File: src/rtl/uart_pkg.sv
// Shared UART definitions: baud rate table, per-baud bit-period constant and FSM state encoding.
// Used by uart_tx here and by uart_rx elsewhere.
package uart_pkg;

  localparam int unsigned BAUD_TABLE [8] = '{
    9600, 19200, 38400, 57600, 115200, 230400, 460800, 921600
  };

  typedef enum logic [2:0] {
    IDLE,
    START,
    DATA,
    PARITY,
    STOP
  } uart_state_t;

  // NCLK is the terminal count of the divisor, so a bit lasts NCLK+1 clocks.
  function automatic logic [15:0] nclk_of(input int unsigned clk_mhz,
                                          input logic [2:0]  baud_sel);
    int unsigned period;
    period = (32'd1000000 * clk_mhz) / BAUD_TABLE[baud_sel];
    return 16'(period - 32'd1);
  endfunction

endpackage

File: src/rtl/tx_bps_gen.sv
// Bit-period generator for uart_tx: latches the baud select on load and emits a
// one-cycle bit_tick on the last clock of every bit while enabled.
module tx_bps_gen
  import uart_pkg::*;
#(
  parameter int unsigned UART_CLK_MHZ = 50
) (
  input  logic       clk,
  input  logic       rst_n,
  input  logic       load,
  input  logic [2:0] baud_sel,
  input  logic       enable,
  output logic       bit_tick
);

  // All eight terminal counts are elaboration-time constants, so no divider is built.
  localparam logic [15:0] NCLK_TAB [8] = '{
    nclk_of(UART_CLK_MHZ, 3'd0), nclk_of(UART_CLK_MHZ, 3'd1),
    nclk_of(UART_CLK_MHZ, 3'd2), nclk_of(UART_CLK_MHZ, 3'd3),
    nclk_of(UART_CLK_MHZ, 3'd4), nclk_of(UART_CLK_MHZ, 3'd5),
    nclk_of(UART_CLK_MHZ, 3'd6), nclk_of(UART_CLK_MHZ, 3'd7)
  };

  logic [2:0]  baud_q;
  logic [15:0] cnt_q;
  logic [15:0] nclk;

  assign nclk     = NCLK_TAB[baud_q];
  assign bit_tick = enable && (cnt_q == nclk);

  always_ff @(posedge clk or negedge rst_n) begin
    if (!rst_n) begin
      baud_q <= 3'd0;
    end else if (load) begin
      baud_q <= baud_sel;
    end
  end

  // The counter sits at zero while idle so the first bit of a frame gets a full period.
  always_ff @(posedge clk or negedge rst_n) begin
    if (!rst_n) begin
      cnt_q <= 16'd0;
    end else if (!enable || bit_tick) begin
      cnt_q <= 16'd0;
    end else begin
      cnt_q <= cnt_q + 16'd1;
    end
  end

endmodule

File: src/rtl/uart_tx.sv
// UART transmitter: 8N1 frames, LSB first, with selectable baud rate.
// Define UART_TX_PARITY_EN to add an even parity bit (8E1, 11-bit frame).
module uart_tx
  import uart_pkg::*;
#(
  parameter int unsigned UART_CLK_MHZ = 50
) (
  input  logic       clk,
  input  logic       rst_n,
  input  logic [2:0] baud_sel_i,
  input  logic [7:0] tx_data_i,
  input  logic       tx_valid_i,
  output logic       tx_ready_o,
  output logic       rs232_tx_data_o,
  output logic       tx_busy_o,
  output logic       rs232_tx_int
);

  uart_state_t state_q, state_d;
  logic [2:0]  bit_idx_q, bit_idx_d;
  logic [7:0]  data_q;
  logic        line_q, line_d;
  logic        accept;
  logic        bit_tick;

  assign accept          = tx_valid_i && (state_q == IDLE);
  assign tx_ready_o      = (state_q == IDLE);
  assign tx_busy_o       = !tx_ready_o;
  assign rs232_tx_data_o = line_q;
  assign rs232_tx_int    = (state_q == STOP) && bit_tick;

  tx_bps_gen #(
    .UART_CLK_MHZ (UART_CLK_MHZ)
  ) u_bps_gen (
    .clk      (clk),
    .rst_n    (rst_n),
    .load     (accept),
    .baud_sel (baud_sel_i),
    .enable   (state_q != IDLE),
    .bit_tick (bit_tick)
  );

  always_ff @(posedge clk or negedge rst_n) begin
    if (!rst_n) begin
      state_q   <= IDLE;
      bit_idx_q <= 3'd0;
      data_q    <= 8'd0;
      line_q    <= 1'b1;
    end else begin
      state_q   <= state_d;
      bit_idx_q <= bit_idx_d;
      line_q    <= line_d;
      if (accept) begin
        data_q <= tx_data_i;
      end
    end
  end

  // The serial line is registered from the next state so it never glitches.
  always_comb begin
    state_d   = state_q;
    bit_idx_d = bit_idx_q;
    line_d    = 1'b1;

    case (state_q)
      IDLE: begin
        if (accept) begin
          state_d = START;
        end
      end
      START: begin
        if (bit_tick) begin
          state_d = DATA;
        end
      end
      DATA: begin
        if (bit_tick) begin
          bit_idx_d = bit_idx_q + 3'd1;
          if (bit_idx_q == 3'd7) begin
`ifdef UART_TX_PARITY_EN
            state_d = PARITY;
`else
            state_d = STOP;
`endif
          end
        end
      end
`ifdef UART_TX_PARITY_EN
      PARITY: begin
        if (bit_tick) begin
          state_d = STOP;
        end
      end
`endif
      STOP: begin
        if (bit_tick) begin
          state_d = IDLE;
        end
      end
      default: begin
        state_d = IDLE;
      end
    endcase

    case (state_d)
      START:   line_d = 1'b0;
      DATA:    line_d = data_q[bit_idx_d];
`ifdef UART_TX_PARITY_EN
      PARITY:  line_d = ^data_q;
`endif
      default: line_d = 1'b1;
    endcase
  end

endmodule

File: config.mk
export PLATFORM = sky130hd
export DESIGN_NAME = uart_tx
export DESIGN_NICKNAME = d
export VERILOG_FILES = /design/src/rtl/uart_pkg.sv /design/src/rtl/tx_bps_gen.sv /design/src/rtl/uart_tx.sv
export SDC_FILE = /design/constraint.sdc
export NUM_CORES = 1
export LEC_CHECK = 0
export CORE_MARGIN = 2
export CORE_UTILIZATION = 40
export CTS_BUF_LIST = sky130_fd_sc_hd__clkbuf_16
export DETAILED_ROUTE_END_ITERATION = 6
export PLACE_DENSITY_LB_ADDON = 0.12
export SETUP_SLACK_MARGIN = 0.02
export SLEW_MARGIN = 20
export SYNTH_ARGS = -nofsm -noshare
export SYNTH_HDL_FRONTEND = slang
export SYNTH_SLANG_ARGS = --single-unit
File: constraint.sdc
create_clock -name clk -period 2.7 [get_ports clk]
set_input_delay 0.54 -clock clk [delete_from_list [all_inputs] [get_ports clk]]
set_output_delay 0.54 -clock clk [all_outputs]
set_load 0.1 [all_outputs]
==> Word level (Yosys, flattened, before mapping) <==
Memory sizes are Yosys's and may differ from the RTL's.
Index checks and enable logic that the tools add are counted.
{ "totals": {"input_bits": 14, "mem_bits_ro": 128, "wordCells": 41, "ff_bits": 34, "latch_bits": 0, "memories": 1, "mem_bits_rw": 0} }
{ "mem_list": {"columns": ["name", "words", "width", "read_ports", "rd_ports_with_merged_regs", "write_ports", "line_no", "text"], "rows": [
  ["(name not given)", 8, 16, 1, 0, 0, "tx_bps_gen.sv:28", "assign nclk = NCLK_TAB[baud_q];"]
]} }
{ "classes": {"mux": 14, "n_div": 0, "add_sub_neg": 2, "reduce_logical": 8, "n_bitwise": 1, "n_shift": 0, "n_lt_le_gt_ge": 2, "multipliers": 0, "n_eq_ne": 7} }
{ "op_table": {"columns": ["operator", "count"], "rows": [
  ["16-bit two-way mux", 3],
  ["3-bit two-way mux", 7],
  ["16-bit by 1-bit adder with 16-bit output, second input constant", 1],
  ["16-bit == test", 1],
  ["3-bit case mux with 4 select lines", 1],
  ["3-bit by 1-bit == test with 1-bit output, second input constant", 2],
  ["3-bit by 2-bit == test with 1-bit output, second input constant", 2],
  ["3-bit == test, second input constant", 2],
  ["4-bit greater-or-equal comparator, second input constant", 1],
  ["3-bit by 4-bit < comparator with 1-bit output, second input constant", 1],
  ["3-bit inverter with 4-bit output", 1],
  ["3-bit by 1-bit adder with 3-bit output, second input constant", 1],
  ["1-bit binary-select mux with 3-bit select", 1],
  ["1-bit logical AND", 3],
  ["3-bit zero test", 1],
  ["3-bit nonzero test", 1],
  ["1-bit zero test", 2],
  ["1-bit case mux with 2 select lines", 1],
  ["1-bit logical OR", 1],
  ["1-bit two-way mux", 1]
]} }

==> Longest topological paths before layout <==
{ "logic_depth": {"ltp_word": 11, "mapped_depth": 11, "mapped_depth_nobuf": 9} }

==> Modules after synthesis <==
Synthesis repeated with hierarchy kept, for this count alone.
{ "hier_totals": {"cells_unflattened": 214, "area_unflattened_um2": 2135.8} }
{ "by_module_without_submodules": {"columns": ["module", "cells_each", "seq_area_each_um2", "area_per_inst_um2", "instances"], "rows": [
  ["tx_bps_gen", 147, 475.5, 1312.5, 1],
  ["uart_tx", 67, 376.6, 823.3, 1]
]} }

==> Worst setup path before layout <==
No wires, ideal clock.
{ "synth_timing": {"kind": "register to output", "start": "register u_bps_gen.baud_q[0]", "end": "output port rs232_tx_int", "arrival_ns": 4.663, "path_slack_ns": -2.503, "stages_incl_launch_ff": 9, "cell_sequence": "dfrtp_1 -> clkinv_1 -> ha_1 -> xor2_1 -> a21oi_1 -> a22o_2 -> nand4_4 -> nor3_2 -> nor4bb_1"} }
{ "synth_between": {"elab_chain_cells": 7} }
{ "synth_rtl": {"columns": ["item", "line_no", "text"], "rows": [
  ["start, declared", "tx_bps_gen.sv:24", "logic [2:0] baud_q;"],
  ["start signal, assigned", "tx_bps_gen.sv:35", "baud_q <= baud_sel;"],
  ["3-bit inverter with 4-bit output (implied by the code)", "tx_bps_gen.sv:28", null],
  ["memory read 8 x 16 bit", null, null],
  ["16-bit two-way mux (implied by the code) (2 in a row)", "tx_bps_gen.sv:28", null],
  ["16-bit == test", "tx_bps_gen.sv:29", "assign bit_tick = enable && (cnt_q == nclk);"],
  ["1-bit logical AND", "tx_bps_gen.sv:29", null],
  ["1-bit logical AND", "uart_tx.sv:30", "assign rs232_tx_int = (state_q == STOP) && bit_tick;"],
  ["end, declared", "uart_tx.sv:16", "output logic rs232_tx_int"]
]} }
Every way passes these cells. The select of a mux whose other input is x is not followed.

==> Worst setup path in the final report <==
{ "layout_timing": {"start": "register u_bps_gen.baud_q[1]", "end": "output port rs232_tx_int"} }
The elaborated chain is that of the path after synthesis.

==> flow_summary.toml <==
[outcome]
status = "complete, but fails checks"
violations = "negative setup slack"

[timing]
hold_slack_ns = 0.4967
setup_viol = 1
clock.fmax_mhz = 356.2
maxSlewHeadroom_pct = 70.65
finalSetupTns_ns = -0.1073
slew_violations = 0
hold_viol_final = 0
skew_ns = 0.001760
setup_slack_ns = -0.1073
fin_crit_sh_pct = 104.0
rsz0062_at_grt = "true"
fin_crit_ns = 2.807
tightest_slew_ns = 0.4403

[layout]
drive_gt1_share_pct = 20.75
layout_commonest_cell = "nand2_1"
fin_nets = 263
fill_cells = 472
antenna_cells = 0
postLayoutCoreUtil_pct = 51.84
final_cell_mix = "nand2_1, dfrtp_1, nor2_1"
syn_to_final_growth_pct = 26.68

[power_and_ir_drop]
clockPowerShare_pct = 49.5
power_frac_comb_pct = 2.8
p_int_uw = 858.7
leakage_nw = 1.152
total_power_mw = 1.069
power.switching_uw = 210.3
p_seq_share_pct = 47.7
ir_drop_mv = 0.2730
cellPowerDensity_nw_per_um2 = 409.0
swShare_pct = 19.67

[hold_path]
whs_endpoint = "data_q[6]$_DFFE_PN0P_"
hold_depth = 2
hold_start = "data_q[6]$_DFFE_PN0P_"
hp-class = "reg2reg"

[grt]
gr-total-overflow = 0
grt_pass1_wl_mm = 7.348
grt_max_degree = 35
antenna_found_initial = 0
grt_pass1_vias = 1554
track_usage_pct = 17.25

[setup_path]
ff2ff_setup_slack_ns = 0.30
regToRegStartpoint = "u_bps_gen.baud_q[1]$_DFFE_PN0P_"
worstPathRequired_ns = 2.16
critPathCaptureType = "primary output"
crit_path_start_kind = "flop"
reg2reg_depth = 10
critPathMaxFanout = 5
reg2reg_to = "rs232_tx_data_o$_DFF_PN1_"
crit_arrival_ns = 2.27
path_class = "reg2out"

[die]
die_y_um = 75.82
die_w_um = 75.82
ios = 18
core_um2 = 5042
initial_core_util_pct = 40.92
rows = 26
die-area_um2 = 5749

[yosys]
ys_top_cells_by_area = "dfrtp_1, nand2_1, xor2_1"
synth_area_leader_cell = "dfrtp_1"
synthMuxAreaShare_pct = 7.884
synth_xor_area_share_pct = 9.339
ys_seq_area_share_pct = 41.30
synthAdderAreaFrac_pct = 5.458
synth_top_family_by_area = "simple AND/OR/NAND/NOR gates"
yosys_warnings = 0
synth_compound_area_share_pct = 9.460
ys_async_sr_fraction_pct = 100.0
ys.flop_type = "dfrtp_1"
synth_nets = 233
synth_edf_count = 0
ys_ff_latch = 34
yosys.area_share.simple_pct = 21.89
synth_area_um2 = 2063
postSynthCellCount = 210
synthDistinctLibCells = 48
avgSynthCellArea_um2 = 9.825
synth_top_cell_area_share_pct = 40.02

[clocking]
numCtsBuffers = 5
cts_htree_levels = 2
path_clk_slew_ns = 0.05
cts_tree = "yes"
cts-root-buf = "clkbuf_16"
clk_path_buf_depth = 2
cts.sinks = 34
clkLatencyLatePin_ns = 0.27

[routing]
viasPerCell = 4.974
drtPass1Iterations = 5
antenna_violating_nets_post_route = 0
route.vias.total = 1547
drt_iter0_drc = 48
drc = 0
routedWlPerCell_um = 13.62
drt_wl_total_mm = 4.237

[placed_design]
gp_congestion = 0.7375
hpwl_mm = 2.967
port-buffer-count = 17

[run]
cap_violations = 0
state kept, by name (all words and copies together), names as in the netlist:
name and cells:
bit_idx_q 3, data_q 8, rs232_tx_data_o 1, state_q 3, u_bps_gen.baud_q 3, u_bps_gen.cnt_q 16
area by class of cell:
type | count | area (um^2) | area share (%)
Multi-Input combinational cell | 159 | 1205 | 46.10
Sequential cell | 34 | 853.3 | 32.65
Timing Repair Buffer | 31 | 290.3 | 11.11
Clock buffer | 5 | 125.1 | 4.787
Tap cell | 70 | 87.58 | 3.351
Inverter | 9 | 41.29 | 1.580
Clock inverter | 3 | 11.26 | 0.4308
layer usage:
metal  track usage (%)  up-vias  part of all wire, %
met5                 0        -                    0
met4             6.433        0                  1.3
met3             3.704        5                  2.8
met2             28.45       25                   48
met1             22.20      740                   48
li1                  -      777                    -
timing repair:
item,CTS,global route
gates resized for setup,7,2
hold buffers,0,0
pin swaps,6,2
buffers inserted,8,0
setup endpoints to repair,1,1
cells by family (layout without fill, tap and decap cells):
logic type / count (synthesis) / after routing
AND/OR/NAND/NOR: 91 / 91
flip-flops: 34 / 34
AO/OA/AOI/OAI: 26 / 26
XOR/XNOR: 22 / 22
buffers and inverters: 17 / 48
multiplexers: 11 / 11
adder cells (fa/ha/maj): 9 / 9
worst max path at each step:
stage	endpoint	slack, ns	from
after global routing	rs232_tx_int	-0.19	u_bps_gen.baud_q[1]$_DFFE_PN0P_
after floorplan	rs232_tx_int	-0.50	u_bps_gen.baud_q[1]$_DFFE_PN0P_
after detailed placement	rs232_tx_int	0.12	u_bps_gen.baud_q[0]$_DFFE_PN0P_
after global placement	rs232_tx_int	0.14	u_bps_gen.baud_q[0]$_DFFE_PN0P_
final	rs232_tx_int	-0.11	u_bps_gen.baud_q[1]$_DFFE_PN0P_
after CTS	rs232_tx_int	-0.10	u_bps_gen.baud_q[1]$_DFFE_PN0P_
synth_stat cells, types with 3 or more instances:
cell	count
nor2_1	23
inv_1	8
buf_6	4
mux2i_1	5
nand4_1	3
o21ai_0	4
nand2_1	37
dfrtp_1	33
xnor2_1	8
nand3_1	7
mux4_2	4
and3_1	4
o21ai_1	3
a21oi_1	5
ha_1	9
nor3_1	3
xor2_1	14
power by group through the flow:
stage	Clock, mW	Sequential [mW]	Combinational [mW]
finish	0.529	0.510	0.0296
global route	0.565	0.510	0.0342
CTS	0.547	0.510	0.0307
detailed placement	0	0.519	0.0306
global placement	0	0.519	0.0302
floorplan	0	0.519	0.000208
worst max-delay path: stages, from the launching register on:
cell      delay, ns
dfrtp_1        0.40
inv_4          0.11
ha_4           0.22
xor2_2         0.15
a21oi_1        0.13
a22o_2         0.17
nand4_4        0.11
nor3_4         0.21
nor4bb_4       0.27
buf_12         0.21
metrics by stage:
step           instance area [um^2]  std cells  worst slack (ns)
2_1_floorplan                  2122        210           -0.4985
3_3_place_gp                   2377        295            0.1351
3_5_place_dp                   2377        295            0.1193
4_1_cts                        2603        311           -0.1039
5_1_grt                        2614        311           -0.1909
6_report                       2614        311           -0.1073
Power figures use the tool's default switching activity.
